## config.mk

```make
export PLATFORM = sky130hd
export DESIGN_NAME = sd_cmd_engine
export DESIGN_NICKNAME = d
export VERILOG_FILES = /design/src/rtl/sd_cmd_engine.sv
export SDC_FILE = /design/constraint.sdc
export NUM_CORES = 1
export LEC_CHECK = 0
export CORE_UTILIZATION = 30
export CTS_CLUSTER_SIZE = 16
export DETAILED_ROUTE_END_ITERATION = 7
export GPL_TIMING_DRIVEN = 0
export PLACE_DENSITY = 0.6
export SETUP_SLACK_MARGIN = 0.05
export SYNTH_ARGS = -nofsm -noshare
export SYNTH_HDL_FRONTEND = slang
export SYNTH_SLANG_ARGS = --single-unit
```

## constraint.sdc

```tcl
create_clock -name clk -period 5.4 [get_ports clk]
set_clock_uncertainty 0.15 [all_clocks]
set_input_delay 0.54 -clock clk [delete_from_list [all_inputs] [get_ports clk]]
set_output_delay 0.54 -clock clk [all_outputs]
set_load 0.01 [all_outputs]
```

## src/rtl/sd_cmd_engine.sv

```systemverilog
// SD/SDIO command-line engine: serialises a 48-bit command with a live CRC7 on a divided sd_clk,
// then captures and checks a 48- or 136-bit response, with a start-bit timeout and NCC idle clocks.
module sd_cmd_engine #(
  parameter int CLK_DIV      = 2,
  parameter int INIT_CLKS    = 80,
  parameter int RESP_TIMEOUT = 64,
  parameter int NCC_CLKS     = 8
) (
  input  logic         clk,
  input  logic         rst,
  input  logic         init_req,
  input  logic         cmd_start,
  input  logic [5:0]   cmd_index,
  input  logic [31:0]  cmd_arg,
  input  logic [1:0]   resp_type,
  input  logic         resp_crc,
  input  logic         cmd_in,
  output logic         sd_clk,
  output logic         cmd_out,
  output logic         cmd_oe,
  output logic         busy,
  output logic         done,
  output logic         timeout,
  output logic         crc_err,
  output logic [135:0] resp
);

  localparam int               DIV_W    = (CLK_DIV > 1) ? $clog2(CLK_DIV) : 1;
  localparam logic [DIV_W-1:0] DIV_LAST = DIV_W'(CLK_DIV - 1);
  localparam logic [15:0]      INIT_N   = 16'(INIT_CLKS);
  localparam logic [15:0]      TO_LAST  = 16'(RESP_TIMEOUT - 1);
  localparam logic [15:0]      NCC_N    = 16'(NCC_CLKS);

  typedef enum logic [2:0] {IDLE, INIT, SEND, WAIT, RECV, NCC} state_t;

  state_t             state_reg, state_next;
  logic [DIV_W-1:0]   div_reg, div_next;
  logic               sd_clk_reg, sd_clk_next;
  logic               cmd_out_reg, cmd_out_next;
  logic               cmd_oe_reg, cmd_oe_next;
  logic               done_reg, done_next;
  logic               timeout_reg, timeout_next;
  logic               crc_err_reg, crc_err_next;
  logic [135:0]       resp_reg, resp_next;
  logic [39:0]        tx_reg, tx_next;
  logic [5:0]         tx_cnt_reg, tx_cnt_next;
  logic [6:0]         tx_crc_reg, tx_crc_next;
  logic [7:0]         rx_cnt_reg, rx_cnt_next;
  logic [6:0]         rx_crc_reg, rx_crc_next;
  logic [15:0]        cnt_reg, cnt_next;
  logic               has_resp_reg, has_resp_next;
  logic               long_reg, long_next;
  logic               chk_crc_reg, chk_crc_next;

  logic               tick, rise, fall, rx_in_crc, rx_last;
  logic [135:0]       resp_shift;

  // One serial CRC7 step, generator x^7 + x^3 + 1.
  function automatic logic [6:0] crc7_step(input logic [6:0] c, input logic b);
    return {c[5:0], 1'b0} ^ ({7{b ^ c[6]}} & 7'h09);
  endfunction

  assign busy       = (state_reg != IDLE);
  assign tick       = busy && (div_reg == DIV_LAST);
  assign rise       = tick && !sd_clk_reg;
  assign fall       = tick && sd_clk_reg;
  assign resp_shift = {resp_reg[134:0], cmd_in};
  // R2 covers bits [127:8]; short responses cover the first 40 bits received.
  assign rx_in_crc  = long_reg ? (rx_cnt_reg >= 8'd8 && rx_cnt_reg < 8'd128) : (rx_cnt_reg < 8'd40);
  assign rx_last    = (rx_cnt_reg == (long_reg ? 8'd135 : 8'd47));

  always_comb begin
    state_next    = state_reg;
    div_next      = div_reg;
    sd_clk_next   = sd_clk_reg;
    cmd_out_next  = cmd_out_reg;
    cmd_oe_next   = cmd_oe_reg;
    done_next     = 1'b0;
    timeout_next  = timeout_reg;
    crc_err_next  = crc_err_reg;
    resp_next     = resp_reg;
    tx_next       = tx_reg;
    tx_cnt_next   = tx_cnt_reg;
    tx_crc_next   = tx_crc_reg;
    rx_cnt_next   = rx_cnt_reg;
    rx_crc_next   = rx_crc_reg;
    cnt_next      = cnt_reg;
    has_resp_next = has_resp_reg;
    long_next     = long_reg;
    chk_crc_next  = chk_crc_reg;

    if (!busy) begin
      div_next    = '0;
      sd_clk_next = 1'b0;
    end else if (tick) begin
      div_next    = '0;
      sd_clk_next = !sd_clk_reg;
    end else begin
      div_next    = div_reg + 1'b1;
    end

    case (state_reg)
      IDLE: begin
        cmd_oe_next  = 1'b0;
        cmd_out_next = 1'b1;
        if (init_req || cmd_start) begin
          timeout_next = 1'b0;
          crc_err_next = 1'b0;
          resp_next    = '0;
          cnt_next     = '0;
        end
        if (init_req) begin
          state_next  = INIT;
          cmd_oe_next = 1'b1;
        end else if (cmd_start) begin
          state_next    = SEND;
          tx_next       = {2'b01, cmd_index, cmd_arg};
          tx_cnt_next   = '0;
          tx_crc_next   = '0;
          has_resp_next = (resp_type == 2'd1) || (resp_type == 2'd2);
          long_next     = (resp_type == 2'd2);
          chk_crc_next  = resp_crc;
        end
      end
      INIT: begin
        if (rise && cnt_reg < INIT_N) cnt_next = cnt_reg + 1'b1;
        // Finish on the falling edge so sd_clk parks low.
        if (fall && cnt_reg == INIT_N) begin
          state_next  = IDLE;
          done_next   = 1'b1;
          cmd_oe_next = 1'b0;
        end
      end
      SEND: begin
        if (fall) begin
          if (tx_cnt_reg == 6'd48) begin
            cmd_oe_next  = 1'b0;
            cmd_out_next = 1'b1;
            cnt_next     = '0;
            state_next   = has_resp_reg ? WAIT : NCC;
          end else begin
            cmd_oe_next = 1'b1;
            tx_cnt_next = tx_cnt_reg + 1'b1;
            if (tx_cnt_reg < 6'd40) begin
              cmd_out_next = tx_reg[39];
              tx_next      = {tx_reg[38:0], 1'b0};
              tx_crc_next  = crc7_step(tx_crc_reg, tx_reg[39]);
            end else if (tx_cnt_reg < 6'd47) begin
              cmd_out_next = tx_crc_reg[6];
              tx_crc_next  = {tx_crc_reg[5:0], 1'b0};
            end else begin
              cmd_out_next = 1'b1;
            end
          end
        end
      end
      WAIT: begin
        if (rise) begin
          if (!cmd_in) begin
            state_next  = RECV;
            resp_next   = resp_shift;
            rx_cnt_next = 8'd1;
            rx_crc_next = '0;
          end else if (cnt_reg == TO_LAST) begin
            timeout_next = 1'b1;
            cnt_next     = '0;
            state_next   = NCC;
          end else begin
            cnt_next = cnt_reg + 1'b1;
          end
        end
      end
      RECV: begin
        if (rise) begin
          resp_next   = resp_shift;
          rx_cnt_next = rx_cnt_reg + 1'b1;
          if (rx_in_crc) rx_crc_next = crc7_step(rx_crc_reg, cmd_in);
          // The final bit is the end bit, so the CRC is complete here.
          if (rx_last) begin
            crc_err_next = (chk_crc_reg && (rx_crc_reg != resp_shift[7:1])) || !cmd_in;
            cnt_next     = '0;
            state_next   = NCC;
          end
        end
      end
      NCC: begin
        cmd_oe_next = 1'b0;
        if (rise && cnt_reg < NCC_N) cnt_next = cnt_reg + 1'b1;
        if (fall && cnt_reg == NCC_N) begin
          state_next = IDLE;
          done_next  = 1'b1;
        end
      end
      default: state_next = IDLE;
    endcase
  end

  always_ff @(posedge clk or negedge rst) begin
    if (!rst) begin
      state_reg    <= IDLE;
      div_reg      <= '0;
      sd_clk_reg   <= 1'b0;
      cmd_out_reg  <= 1'b1;
      cmd_oe_reg   <= 1'b0;
      done_reg     <= 1'b0;
      timeout_reg  <= 1'b0;
      crc_err_reg  <= 1'b0;
      resp_reg     <= '0;
      tx_reg       <= '0;
      tx_cnt_reg   <= '0;
      tx_crc_reg   <= '0;
      rx_cnt_reg   <= '0;
      rx_crc_reg   <= '0;
      cnt_reg      <= '0;
      has_resp_reg <= 1'b0;
      long_reg     <= 1'b0;
      chk_crc_reg  <= 1'b0;
    end else begin
      state_reg    <= state_next;
      div_reg      <= div_next;
      sd_clk_reg   <= sd_clk_next;
      cmd_out_reg  <= cmd_out_next;
      cmd_oe_reg   <= cmd_oe_next;
      done_reg     <= done_next;
      timeout_reg  <= timeout_next;
      crc_err_reg  <= crc_err_next;
      resp_reg     <= resp_next;
      tx_reg       <= tx_next;
      tx_cnt_reg   <= tx_cnt_next;
      tx_crc_reg   <= tx_crc_next;
      rx_cnt_reg   <= rx_cnt_next;
      rx_crc_reg   <= rx_crc_next;
      cnt_reg      <= cnt_next;
      has_resp_reg <= has_resp_next;
      long_reg     <= long_next;
      chk_crc_reg  <= chk_crc_next;
    end
  end

  assign sd_clk  = sd_clk_reg;
  assign cmd_out = cmd_out_reg;
  assign cmd_oe  = cmd_oe_reg;
  assign done    = done_reg;
  assign timeout = timeout_reg;
  assign crc_err = crc_err_reg;
  assign resp    = resp_reg;

endmodule
```

==> summary.txt <==
H-Tree Level Count -> 1
post-route cell area -> 14000 um2
share of post-route cells with drive strength above 1 -> 6.73%
DR top layer -> met4
Peak Freq -> 327 MHz
Max transition margin -> 49.4%
largest net degree at the start of global routing -> 104
Detail Route Antenna Nets -> 0
sw power -> 2.10 mW
cells after synthesis -> 1147
IO buf count -> 188
HPWL Detailed -> 19900 um
ranking of synthesized cells by area -> dfrtp_1 (55%), nand2_1 (12%), o21ai_0 (9.6%), mux2i_1 (4.4%), clkbuf_1 (1.7%)
first-pass GRT wire length -> 46600 um
critical path arrival -> 3.36 ns
# clock sinks -> 233
Congestion Overflow GR -> 0
syn avg cell area -> 9.22 um2
sw frac -> 36.5%
setup TNS -> 0 ns
clock network power share -> 32.0%
max incr delay on CP -> 0.55 ns
Int Pwr -> 3.65 mW
Via density -> 4.87
worst path cell trace -> buf_2 -> nor3b_2 -> nor2_1 -> o22ai_1 -> buf_2 -> clkbuf_1 -> buf_2 -> nand2_1 -> o21ai_0
Worst VDD drop -> 0.225 mV
Clock Tree Buf Depth -> 3
data required time of the worst path -> 5.70 ns
Routed met2 length -> 13100 um
clk root buf -> clkbuf_16
DRC -> 0
register bit total from synthesis -> 233
Ports -> 189
die width -> 190 um
Tcrit/Tclk final -> 56.6%
number of antenna violations at the first check in global routing -> 0
Distinct cells, synth -> 71
1st-pass router iterations -> 5
startpoint types -> flop
WL met3 -> 1490 um
cell type with the largest total area after synthesis -> dfrtp_1
mapped cell area -> 10600 um2
diodes inserted -> 0
nets -> 1420
row count -> 68
Comb pwr share -> 29.5%
Crit. End Element -> flop
Worst-path clk slew -> 0.06 ns
critical path class -> reg -> reg
vias in the first global route -> 8814
worst-margin pin slew -> 0.759 ns
Worst path most repeated cell -> buf_2
CTS tree -> built
Yosys warnings -> 0
FF-to-FF setup slack -> 2.34 ns
ys async rst share -> 100%
Final min period -> 3.06 ns
worst hold path class -> reg -> reg
worst-skew pair later-pin latency -> 0.54 ns
overall routing resource usage -> 15.8%
CP max-delay cell -> clkbuf_1
final hold vios -> 0
area delta synth->final -> 32.2%
max FFs per register -> 136
die height -> 190 um
Post-synth top flop -> dfrtp_1
Initial Util -> 30.5%
leakage -> 5.68 nW
WL final -> 28400 um
PD cells -> 411 nW/um2
CTS Buf Count -> 27
Net Count, Synth -> 1200
Slew Viols, Final -> 0
status -> completed
Sequential Power Share -> 38.5%
initial DRC count -> 420
wl on met1 -> 13100 um
Max Cap Viol -> 0
via count -> 8942
critical-path maximum fanout -> 10
RePlAce Congestion -> 0.855
die footprint -> 36000 um2
core area -> 34600 um2
RSZ-0062 raised after global routing -> false
DP Area -> 13100 um2
Post-CTS Resized -> 0
EDFF count, synth -> 0
routed length per instance -> 15.4 um
Yosys top cell area share -> 54.9%
Setup Viol. Count Final -> 0
sequential fraction of the synthesis area -> 55.2%
## power by group through the flow
stage | Sequential [mW] | Combinational [mW] | Clock [mW]
after global routing | 2.25 | 1.93 | 1.97
final | 2.21 | 1.69 | 1.84
after global placement | 2.23 | 1.70 | 0
after detailed placement | 2.24 | 1.72 | 0
after floorplan | 2.18 | 1.17 | 0
after CTS | 2.21 | 1.73 | 1.91
## cell type report
| cell class | instances | area [um2] |
|---|---|---|
| clock inverters | 9 | 129 |
| clock buffers | 35 | 756 |
| well taps | 455 | 569 |
| flip-flops and latches | 233 | 5830 |
| fillers | 3443 | 20600 |
| plain buffers | 75 | 313 |
| multi-input cells | 808 | 4310 |
| inverters | 31 | 116 |
| repair buffers | 191 | 1950 |
## cell usage in the layout, fill, tap and decap left out, types with 6 or more instances in the layout
cell type        synthesis  routed
buf_2                   25      25
nand3_1                 18      18
nand4_1                 11      11
nor2_1                  33      33
nand2_1                339     339
mux2_2                   8       8
ha_1                     7       7
clkdlybuf4s50_1          0     187
xnor2_1                 11      11
inv_1                   31      31
mux2i_1                 46      46
a21oi_1                  6       6
clkbuf_16                0      27
clkbuf_1                48      51
o21ai_0                202     202
nor4_1                   6       6
dfrtp_1                232     232
and3_1                   8       8
o22ai_1                  9       9
nor3_1                   6       6
o31ai_1                 10      10
## worst max-delay path: cells and delay by family (launching register included)
family / cells / cell delay [ns]
DFF: 1 / 0.35
AOI/OAI and AO/OA: 2 / 0.34
buffers and inverters: 4 / 1.39
and+or+nand+nor: 3 / 0.73
## final timing paths
kind / start / to / cells past startpoint
worst min-delay path: tx_reg[14] / tx_reg[14] / 2
worst max register to register: state_reg[1] / resp[47] / 9
max in group asynchronous: rst / cmd_out / 4
worst min register to register: tx_reg[14] / tx_reg[14] / 2
worst max-delay path: state_reg[1] / resp[47] / 9
min in group asynchronous: rst / resp[15] / 2
## cells by family after synthesis
kind of cell	Yosys count	share of synthesized area [%]
xor+xnor	16	1.33
simple gates	460	18.9
fa+ha+maj	7	0.828
compound gates	271	14.6
buf+inv	106	4.06
mux	54	5.21
flops	233	55.2
## per-layer routing
layer / up-vias / global-route usage [%]
li1: 4353 / -
met1: 4330 / 21.7
met2: 219 / 25.6
met3: 40 / 2.79
met4: 0 / 4.28
met5: - / 0
## what timing repair did
action / in CTS / in global routing
endpoints found under the hold margin: 38 / 0
endpoints found under the setup margin: 0 / 0
setup buffers: 0 / 0
hold buffers: 1 / 0
## cells in the mapped netlist, types with 10 or more instances
cell,n
nand4_1,11
mux2i_1,46
nand2_1,339
o31ai_1,10
inv_1,31
xnor2_1,11
buf_2,25
nor2_1,33
clkbuf_1,48
dfrtp_1,232
nand3_1,18
o21ai_0,202
## through the flow
stage,setup slack [ns],hold slack [ns],cells,power [mW],util (%)
2_1_floorplan,3.07,0.0944,1147,3.35,-
6_report,2.34,0.327,1837,5.74,40.4
4_1_cts,2.22,0.306,1837,5.85,40.4
3_3_place_gp,-6.74,0.305,1790,3.93,37.6
3_5_place_dp,2.04,0.291,1792,3.96,37.8
5_1_grt,1.96,0.338,1837,6.15,40.4
No activity file was read; power rests on OpenSTA's default activity.
